`config.mk`:
```
export PLATFORM = sky130hd
export DESIGN_NAME = serial_subtractor_nbit
export DESIGN_NICKNAME = d
export VERILOG_FILES = /design/src/rtl/serial_subtractor_nbit.sv
export SDC_FILE = /design/constraint.sdc
export NUM_CORES = 1
export LEC_CHECK = 0
export ABC_AREA = 1
export ABC_CLOCK_PERIOD_IN_PS = 1600
export CORE_UTILIZATION = 45
export DETAILED_ROUTE_END_ITERATION = 7
export PLACE_DENSITY_LB_ADDON = 0.25
export SLEW_MARGIN = 20
export SYNTH_ARGS = -nofsm -noshare
export SYNTH_HDL_FRONTEND = slang
export SYNTH_SLANG_ARGS = --single-unit
```
`constraint.sdc`:
```
create_clock -name clk -period 1.6 [get_ports clk]
set_clock_uncertainty 0.05 [all_clocks]
set_input_delay 0.32 -clock clk [delete_from_list [all_inputs] [get_ports clk]]
set_output_delay 0.32 -clock clk [all_outputs]
set_load 0.01 [all_outputs]
```
`src/rtl/serial_subtractor_nbit.sv`:
```
// Bit-serial N-bit subtractor (D = A - B, LSB first) with start/done handshake.
// Optional signed-overflow output V is built when SUB_SIGNED_OVF_EN is defined.
module serial_subtractor_nbit #(
  parameter int unsigned WIDTH = 8
) (
  input  logic             clk,
  input  logic             rst,
  input  logic             start,
  input  logic [WIDTH-1:0] A,
  input  logic [WIDTH-1:0] B,
  output logic             busy,
  output logic             done,
  output logic [WIDTH-1:0] D,
  output logic             Bout
`ifdef SUB_SIGNED_OVF_EN
  ,
  output logic             V
`endif
);

  localparam int unsigned CntW = $clog2(WIDTH) + 1;
  localparam logic [CntW-1:0] LastCnt = CntW'(WIDTH - 1);

  typedef enum logic [1:0] {
    StIdle,
    StRun,
    StDone
  } state_e;

  state_e           state_q;
  logic [WIDTH-1:0] sa_q;
  logic [WIDTH-1:0] sb_q;
  logic [WIDTH-1:0] res_q;
  logic             br_q;
  logic [CntW-1:0]  cnt_q;
`ifdef SUB_SIGNED_OVF_EN
  logic             a_msb_q;
  logic             b_msb_q;
`endif

  // Full-subtractor cell for the current bit and the shifted-in result.
  logic             bit_d;
  logic             br_d;
  logic [WIDTH-1:0] res_d;
  logic             last_bit;

  always_comb begin
    bit_d    = sa_q[0] ^ sb_q[0] ^ br_q;
    br_d     = (~sa_q[0] & sb_q[0]) | (~(sa_q[0] ^ sb_q[0]) & br_q);
    res_d    = {bit_d, res_q[WIDTH-1:1]};
    last_bit = (cnt_q == LastCnt);
  end

  always_ff @(posedge clk or posedge rst) begin
    if (rst) begin
      state_q <= StIdle;
      sa_q    <= '0;
      sb_q    <= '0;
      res_q   <= '0;
      br_q    <= 1'b0;
      cnt_q   <= '0;
      busy    <= 1'b0;
      done    <= 1'b0;
      D       <= '0;
      Bout    <= 1'b0;
`ifdef SUB_SIGNED_OVF_EN
      a_msb_q <= 1'b0;
      b_msb_q <= 1'b0;
      V       <= 1'b0;
`endif
    end else begin
      done <= 1'b0;
      case (state_q)
        // DONE accepts a new start exactly like IDLE so operations can run back-to-back.
        StIdle, StDone: begin
          if (start) begin
            sa_q    <= A;
            sb_q    <= B;
            br_q    <= 1'b0;
            cnt_q   <= '0;
            busy    <= 1'b1;
            state_q <= StRun;
`ifdef SUB_SIGNED_OVF_EN
            a_msb_q <= A[WIDTH-1];
            b_msb_q <= B[WIDTH-1];
`endif
          end else begin
            state_q <= StIdle;
          end
        end
        StRun: begin
          sa_q  <= sa_q >> 1;
          sb_q  <= sb_q >> 1;
          res_q <= res_d;
          br_q  <= br_d;
          cnt_q <= cnt_q + 1'b1;
          if (last_bit) begin
            D       <= res_d;
            Bout    <= br_d;
            done    <= 1'b1;
            busy    <= 1'b0;
            state_q <= StDone;
`ifdef SUB_SIGNED_OVF_EN
            V       <= (a_msb_q ^ b_msb_q) & (a_msb_q ^ bit_d);
`endif
          end
        end
        default: begin
          state_q <= StIdle;
          busy    <= 1'b0;
        end
      endcase
    end
  end

endmodule

```
* Word-level counts from Yosys, hierarchy flattened
Cells that the tools add are included.
** Word-level totals
- Register bits after elaboration :: 42
- Input port bits :: 19
- Output and inout bits :: 11
- Word-level logic and storage cells :: 45
** Cells by class
- Add/subtract/negate cells :: 1
- Eq/ne operators :: 5
- Mux-type cells :: 16
- Bitwise gates (word level) :: 7
- Reduce and logical (&&, ||, !) cells :: 6
** Operator list (number)
- 8-bit one-hot mux with 2 select lines :: 2
- 8-bit 2-to-1 mux :: 2
- 4-bit one-hot mux with 2 select lines :: 1
- 1-bit 2-to-1 mux :: 6
- 2-bit AND reduction :: 3
- 4-bit by 1-bit adder with 4-bit output, second input constant :: 1
- 4-bit by 3-bit == test with 1-bit output, second input constant :: 1
- 4-bit 2-to-1 mux :: 1
- 2-bit inequality test, second input constant :: 2
- 1-bit one-hot mux with 2 select lines :: 2
- 2-bit one-hot mux with 2 select lines :: 1
- 1-bit AND :: 2
- 2-bit by 1-bit == test with 1-bit output, second input constant :: 1
- 2-bit == test, second input constant :: 1
- 2-bit logical NOT :: 1
- 2-bit 2-to-1 mux :: 1
- 1-bit inverter :: 2
- 2-bit nonzero test :: 1
- 2-bit OR reduction :: 1
- 1-bit bitwise XOR :: 2
- 1-bit bitwise OR :: 1

* Logic depth before layout (Yosys ltp)
Gate-level depths: netlist (run 1).
- Word-level depth :: 5
- Gate-level depth with buffers :: 7
- Depth with buffers taken out :: 6

* Worst setup path after synthesis (run 1)
OpenSTA, ideal clock, no wires.
- Kind :: register to register
- Start :: register cnt_q[0]
- End :: register Bout
- Data arrival time :: 1.142 ns
- Required time :: 1.433 ns
- Slack :: 0.291 ns
- Stages on the path, launching flop included :: 8
- Path buffers :: 1
- Clock period less this slack :: 1.309 ns
- Path through :: dfrtp_1 > ha_1 > nand2_1 > nor2_4 > nand2_1 > buf_6 > nand2_1 > nand2_1
** Between the ends
- Cells in the longest elaborated chain, start to end :: 2
** RTL lines
- start: declaration :: RTL line 35 : logic [CntW-1:0] cnt_q;
- start signal: assignment :: RTL line 96 : cnt_q <= cnt_q + 1'b1;
- 4-bit by 3-bit == test with 1-bit output :: RTL line 51 : last_bit = (cnt_q == LastCnt);
- 2-bit AND reduction (no source line)
- end signal: assignment :: RTL line 99 : Bout <= br_d;
- end: declaration :: RTL line 14 : output logic Bout
No other way between the ends.
A chain may end at the register's enable or synchronous reset.

* Final worst setup path (run 1)
- Start :: register D[2]
- End :: output D[2]
** RTL lines
- start: declaration :: RTL line 13 : output logic [WIDTH-1:0] D,
- start signal: assignment :: RTL line 98 : D <= res_d;
No word-level cell between the ends.

==> flow_summary.json, run 1 <==
{
  "status": "finished clean",
  "worstMarginPinSlew_ps": 309,
  "numCtsBuffers": 5,
  "ys_ff_latch": 41,
  "finalHoldViolCount": 0,
  "peakVddDrop_mv": 0.756,
  "fmax_mhz": 643,
  "grt_max_degree": 42,
  "htreeDepth": 2,
  "synth_area_um2": 1830,
  "path_clk_slew_ps": 70,
  "die_h_um": 65.8,
  "detail_route.wl_per_cell_um": 10.6,
  "design.core.area_um2": 3770,
  "critPathBufInv": 1,
  "rsz0062_at_grt": "false",
  "yosys_warnings": 0,
  "clock-sinks": 41,
  "io_pins": 30,
  "dp_hpwl_um": 2300,
  "fin_tns_setup_ps": 0,
  "criticalPathCategory": "reg -> out",
  "drc_errors": 0,
  "clkLatencyLatePin_ps": 300,
  "r2r_slack_ps": 180,
  "power.total_mw": 4.43,
  "slew_headroom": 0.793,
  "synth_cell_types": 19,
  "final_max_slew_viol_count": 0,
  "start_kind": "register",
  "grt-ovfl-total": 0,
  "netlist_instances": 225,
  "cap_violations": 0,
  "dr.pass1.iters": 4,
  "crit_fanout": 2,
  "synth_nets": 246,
  "initial_core_util": 0.485,
  "rows": 22,
  "antenna_found_initial": 0,
  "fp.dieW_um": 65.8,
  "period_needed_ps": 1560,
  "via_count": 1424,
  "area_growth_pct": 27.5,
  "finalCritPeriodShare": 0.972,
  "crit_chain": "clkdlybuf4s50_1",
  "path_delay_family": "buffers and inverters",
  "ant_nets": 0,
  "antenna_cells": 0,
  "yosysTopAreaCell": "dfrtp_1",
  "slowest_stage": "clkdlybuf4s50_1",
  "drt_iter0_markers": 85,
  "synth_top_area_share": 0.561,
  "postCtsSetupRepairBufs": 0,
  "drive_gt1_frac": 0.0875,
  "gp_congestion": 0.712,
  "critPathMaxStageDelay_ps": 540,
  "post_synth.cell_area_avg_um2": 8.13,
  "seq_area_frac_synth": 0.561,
  "cp.required_ps": 1230,
  "crit_path_end_kind": "primary output",
  "vias_per_cell": 4.58,
  "synthTopCellsByArea": "dfrtp_1 56%, nand2_1 25%, inv_1 4.7%",
  "cts_tree": "yes",
  "setup_viol": 0,
  "final_common_cell": "nand2_1",
  "grt_usage": 0.188,
  "grt_pass1_wl_um": 5920,
  "finalWirelength_um": 3290,
  "die-area_um2": 4320,
  "power_leakage_nw": 1.31,
  "nets": 283,
  "port_buffers": 29,
  "power.density_nw_per_um2": 1900,
  "cts_root_buf": "clkbuf_8",
  "final_cell_mix": "123 x nand2_1, 41 x dfrtp_1, 24 x clkdlybuf4s50_1",
  "grt_pass1_vias": 1367,
  "crit_arrival_ps": 1190,
  "clockBufferDepth": 2,
  "hold_path_class": "in -> async"
}
-- area by class of cell --
type	instances	area, um^2
Fill cell	332	1440
Timing Repair Buffer	36	380
Inverter	25	93.8
Sequential cell	41	1030
Multi-Input combinational cell	153	656
Clock inverter	1	30.0
Tap cell	48	60.1
Clock buffer	7	86.3
-- path summary, 6_finish.rpt --
path                                       from  cells after the start                    to
hold / removal                              rst                      3      D[7]$_DFFE_PP0P_
hold reg to reg                D[0]$_DFFE_PP0P_                      2      D[0]$_DFFE_PP0P_
min in group clk               D[0]$_DFFE_PP0P_                      2      D[0]$_DFFE_PP0P_
setup / recovery               D[2]$_DFFE_PP0P_                      1                  D[2]
max in group asynchronous                   rst                      3  res_q[2]$_DFFE_PP0P_
setup reg to reg           cnt_q[1]$_DFFE_PP0P_                      6      D[6]$_DFFE_PP0P_
-- metal layers --
layer / up-vias / part of all wire / track usage
met2: 20 / 0.47 / 0.298
met1: 649 / 0.48 / 0.229
met4: 0 / 0.015 / 0.0897
met5: - / 0 / 0
met3: 5 / 0.037 / 0.0625
li1: 750 / - / -
-- Yosys cell counts --
library cell / count
inv_1: 23
dfrtp_1: 41
buf_6: 3
nor2_2: 1
nor2_1: 2
nand2_1: 124
nand4_1: 1
nand3b_1: 1
nand3_1: 12
nor2_4: 2
buf_4: 3
ha_1: 1
o21ai_0: 2
inv_2: 2
o22ai_1: 1
or2_2: 1
nand2_2: 2
fa_1: 1
a21oi_1: 2
-- kinds of logic after synthesis --
logic type	Yosys count	synth area share
buf+inv	31	0.0821
flops	41	0.561
compound gates	5	0.0144
fa+ha+maj	2	0.0178
simple gates	146	0.325
-- registers in the layout, summed over array words and instances (netlist names) --
| signal | flops |
|---|---|
| Bout | 1 |
| cnt_q | 4 |
| D | 8 |
| sb_q | 8 |
| sa_q | 8 |
| done | 1 |
| res_q | 7 |
| br_q | 1 |
| state_q | 2 |
| busy | 1 |
-- where the power goes --
part           switching (mW)  total (mW)  leakage (nW)  internal [mW]
combinational           0.994        1.77         0.740          0.775
clock                   0.357       0.865        0.0585          0.509
sequential              0.292        1.80         0.514           1.50
total                    1.64        4.43          1.31           2.79
-- tightest hold or removal path, stage by stage --
cell and delay (ps):
clkdlybuf4s50_1 400, inv_1 90, buf_12 230
-- metrics by stage --
stage	cells	cell area [um^2]	utilization	setup WS, ps	hold WS [ps]
2_1_floorplan	225	1830	-	284	387
3_3_place_gp	303	2200	0.584	81.6	406
3_5_place_dp	303	2200	0.584	50.7	408
4_1_cts	311	2320	0.614	0.810	332
5_1_grt	311	2330	0.618	2.26	345
6_report	311	2330	0.618	44.3	320
-- repair_timing --
action / in CTS / in global routing
gates resized for setup: 0 / 6
endpoints found under the setup margin: 0 / 14
hold buffers: 0 / 0
Note: power is estimated with default switching activity, not from simulation.
==> inputs of run 2 (changes only) <==
- CAP_MARGIN: not set -> 15
- CORE_UTILIZATION: 45 -> 50
- MAX_ROUTING_LAYER: not set -> met4
==> flow_summary.json, run 2 (same netlist as run 1, synthesis figures left out) <==
{
  "cts_tree": "yes",
  "r2r_slack_ps": 190,
  "final_cells": 309,
  "critPathBufInv": 1,
  "nets": 283,
  "port_buffers": 29,
  "whs_ps": 254,
  "clkLatencyLatePin_ps": 350,
  "cts_root_buf": "clkbuf_4",
  "peakVddDrop_mv": 1.00,
  "cts_hold_buf": 0,
  "power.density_nw_per_um2": 1880,
  "ant_nets": 0,
  "crit_fanout": 2,
  "die-area_um2": 3900,
  "slowest_stage": "dfrtp_1",
  "start_kind": "register",
  "fin_tns_setup_ps": 0,
  "htreeDepth": 2,
  "r2r_end": "D[1]$_DFFE_PP0P_",
  "grt_max_degree": 42,
  "grt_pass1_wl_um": 6250,
  "grt_usage": 0.214,
  "criticalPathCategory": "reg -> out",
  "cp.required_ps": 1230,
  "initial_core_util": 0.536,
  "hold_path_class": "in -> async",
  "placedCellCount": 298,
  "clockBufferDepth": 2,
  "reg2regPathDepth": 6,
  "crit_path_end_kind": "primary output",
  "crit_arrival_ps": 1060,
  "gp_congestion": 0.706,
  "die_h_um": 62.5,
  "grt-ovfl-total": 0,
  "power_leakage_nw": 1.29,
  "critPathMaxStageDelay_ps": 420,
  "antenna_cells": 0,
  "rows": 21,
  "top_regs": "D (8), sa_q (8), sb_q (8)",
  "preCtsSetupSlack_ps": 39.6,
  "reg2reg_from": "cnt_q[0]$_DFFE_PP0P_",
  "path_clk_slew_ps": 130,
  "antenna_found_initial": 0,
  "fmax_mhz": 697,
  "numCtsBuffers": 5,
  "power.total_mw": 4.32,
  "pwr-share-comb": 0.391,
  "vias_per_cell": 4.77,
  "clkPwrFrac": 0.190,
  "final_max_slew_viol_count": 0,
  "dr.pass1.iters": 4,
  "cap_violations": 0,
  "grt_pass1_vias": 1452,
  "rsz0062_at_grt": "false",
  "detail_route.wl_per_cell_um": 10.4,
  "finalWirelength_um": 3230,
  "clock-sinks": 41,
  "p_sw_mw": 1.64,
  "seqPwrFrac": 0.419,
  "placed_area_um2": 2180,
  "crit_chain": "dlygate4sd2_1",
  "drt_iter0_markers": 64,
  "worst_slack_ps": 165,
  "via_count": 1474,
  "area_growth_pct": 25.4,
  "status": "finished clean",
  "io_pins": 30,
  "design.core.area_um2": 3420,
  "dp_hpwl_um": 2240,
  "drc_errors": 0,
  "final_common_cell": "nand2_1",
  "period_needed_ps": 1430,
  "fp.dieW_um": 62.5,
  "internal-power_mw": 2.67,
  "p_sw_frac": 0.381,
  "path_delay_family": "flip-flops",
  "finalCritPeriodShare": 0.897,
  "finalHoldViolCount": 0,
  "drive_gt1_frac": 0.0913,
  "final_cell_mix": "123 x nand2_1, 41 x dfrtp_1, 23 x inv_1",
  "design_area_um2": 2290,
  "setup_viol": 0,
  "slew_headroom": 0.783,
  "worstMarginPinSlew_ps": 324,
  "postLayoutCoreUtil": 0.671
}
run 2: changes by cell type in the layout (fill, tap and decap cells not counted), sizes merged:
cell / delta
clkbuf: -2
bufinv: +1
clkinv: +1
clkdlybuf4s50: -6
dlygate4sd2: +10
dlymetal6s2s: -4
run 2: area by class of cell:
class	count	area [um^2]
inverter	25	93.8
fill	292	1120
tap	46	57.6
clock inverter	3	65.1
sequential	41	1030
timing repair buffer	36	358
multi-input combinational	153	656
clock buffer	5	37.5
run 2: worst max-delay path by stage:
stage                                     from                   to  slack [ps]  cells after the start
after floorplan                            rst     Bout$_DFFE_PP0P_         280                      1
after global placement                   start  sb_q[4]$_DFFE_PP0P_          90                      6
after detailed placement  cnt_q[0]$_DFFE_PP0P_     D[1]$_DFFE_PP0P_          40                      6
after CTS                       done$_DFF_PP0_                 done           6                      1
after global routing      cnt_q[0]$_DFFE_PP0P_     D[5]$_DFFE_PP0P_          40                      6
final                         D[3]$_DFFE_PP0P_                 D[3]         170                      1
run 2: power groups by stage:
stage	registers, mW	logic, mW	clock network, mW
2_1_floorplan	1.82	1.18	0
6_report	1.81	1.69	0.822
3_5_place_dp	1.82	1.76	0
4_1_cts	1.81	1.68	0.829
3_3_place_gp	1.82	1.71	0
5_1_grt	1.89	1.96	0.890
run 2: what timing repair did:
action | 4_1_cts | 5_1_grt
resized for setup | 10 | 2
setup buffers | 0 | 3
endpoints found under the setup margin | 10 | 11
gates cloned | 0 | 0
pin swaps | 0 | 1
run 2: worst min-delay path, delay by kind of cell:
kind                   cells  cell delay (ps)
buffers and inverters      3              710
run 2: layer usage:
layer,GRT usage,wire (um),share of wire,vias up
met1,0.275,1570,0.49,695
met5,-,0,0,-
li1,-,-,-,746
met4,0.0959,45,0.014,0
met3,0.0438,108,0.033,6
met2,0.327,1510,0.47,27
==> inputs of run 3 (changes only) <==
- CORE_ASPECT_RATIO: not set -> 1.4
- HOLD_SLACK_MARGIN: not set -> 0.15
==> flow_summary.json, run 3 (same netlist as run 1, synthesis figures left out) <==
{
  "area_growth_pct": 25.6,
  "numCtsBuffers": 5,
  "nets": 282,
  "crit_arrival_ps": 1180,
  "cap_violations": 0,
  "drt_iter0_markers": 25,
  "power_leakage_nw": 1.30,
  "top_regs": "D (8), sa_q (8), sb_q (8)",
  "via_count": 1429,
  "dp_hpwl_um": 2240,
  "crit_chain": "clkdlybuf4s50_1",
  "cts_tree": "yes",
  "drive_gt1_frac": 0.0878,
  "dr.pass1.iters": 4,
  "power.density_nw_per_um2": 1850,
  "slowest_stage": "clkdlybuf4s50_1",
  "cp.required_ps": 1230,
  "htreeDepth": 2,
  "setup_viol": 0,
  "clockBufferDepth": 2,
  "rsz0062_at_grt": "false",
  "finalCritPeriodShare": 0.970,
  "power.total_mw": 4.25,
  "critPathBufInv": 1,
  "die_h_um": 73.6,
  "path_delay_family": "buffers and inverters",
  "io_pins": 30,
  "status": "finished clean",
  "final_common_cell": "nand2_1",
  "clkLatencyLatePin_ps": 300,
  "antenna_cells": 0,
  "path_clk_slew_ps": 80,
  "vias_per_cell": 4.73,
  "grt_usage": 0.205,
  "worstMarginPinSlew_ps": 317,
  "critPathMaxStageDelay_ps": 530,
  "postCtsSetupRepairBufs": 0,
  "hold_path_class": "in -> async",
  "fp.dieW_um": 53.1,
  "grt-ovfl-total": 0,
  "antenna_found_initial": 0,
  "drc_errors": 0,
  "design.core.area_um2": 3440,
  "gp_congestion": 0.739,
  "global_route.usage.met2": 0.331,
  "finalHoldViolCount": 0,
  "grt_busiest_layer": "met2",
  "period_needed_ps": 1550,
  "start_kind": "register",
  "port_buffers": 29,
  "initial_core_util": 0.532,
  "final_cell_mix": "123 x nand2_1, 41 x dfrtp_1, 24 x clkdlybuf4s50_1",
  "peakVddDrop_mv": 1.19,
  "detail_route.wl_per_cell_um": 10.5,
  "cts_root_buf": "clkbuf_8",
  "criticalPathCategory": "reg -> out",
  "use_met1": 0.233,
  "grt_pass1_vias": 1291,
  "rows": 25,
  "fmax_mhz": 644,
  "slew_headroom": 0.788,
  "use_met3": 0.0621,
  "final_max_slew_viol_count": 0,
  "finalWirelength_um": 3160,
  "grt_max_degree": 42,
  "fin_tns_setup_ps": 0,
  "ant_nets": 0,
  "crit_path_end_kind": "primary output",
  "cts_hold_buf": 0,
  "clock-sinks": 41,
  "die-area_um2": 3910,
  "grt_pass1_wl_um": 5490,
  "whs_ps": 329,
  "crit_fanout": 2
}
[run 3: stage by stage]
stage          utilization  instances  setup WS, ps  instance area, um^2
2_1_floorplan            -        225           284                 1830
3_3_place_gp         0.638        294          95.3                 2200
3_5_place_dp         0.638        294          54.1                 2200
4_1_cts              0.663        302          10.4                 2280
5_1_grt              0.668        302          1.08                 2300
6_report             0.668        302          48.1                 2300
[run 3: area by class of cell]
type / count / area, um^2
timing repair buffer: 35 / 385
inverter: 25 / 93.8
multi-input combinational: 153 / 656
fill: 300 / 1140
sequential: 41 / 1030
clock inverter: 3 / 17.5
tap: 40 / 50.0
clock buffer: 5 / 68.8
[run 3: final timing paths]
path,from,endpoint,slack [ps],depth (start not counted)
min in group clk,D[5]$_DFFE_PP0P_,D[5]$_DFFE_PP0P_,420,2
worst max-delay path,D[7]$_DFFE_PP0P_,D[7],50,1
worst min-delay path,rst,sa_q[2]$_DFFE_PP0P_,330,3
worst max register to register,cnt_q[1]$_DFFE_PP0P_,D[7]$_DFFE_PP0P_,170,6
max in group asynchronous,rst,sb_q[3]$_DFFE_PP0P_,970,3
worst min register to register,D[5]$_DFFE_PP0P_,D[5]$_DFFE_PP0P_,420,2
[run 3: worst register-to-register path, cell delays in order, from the launching register on]
cell     delay (ps)
dfrtp_1         400
ha_1            200
nand2_1         100
nor2_4          210
nand2_2         200
nand2_1         110
nand2_1          60
[run 3: layer usage]
layer  wire (um)  up-vias
met4          59        0
li1            -      741
met2        1550       28
met5           0        -
met3         114        6
met1        1430      654
[run 3: repair_timing]
action / 4_1_cts / 5_1_grt
gates resized for setup: 0 / 6
endpoints found under the hold margin: 0 / 0
endpoints found under the setup margin: 0 / 14
[run 3: power by group]
group | switching [mW] | internal (mW)
combinational | 0.989 | 0.796
sequential | 0.294 | 1.50
clock | 0.362 | 0.301
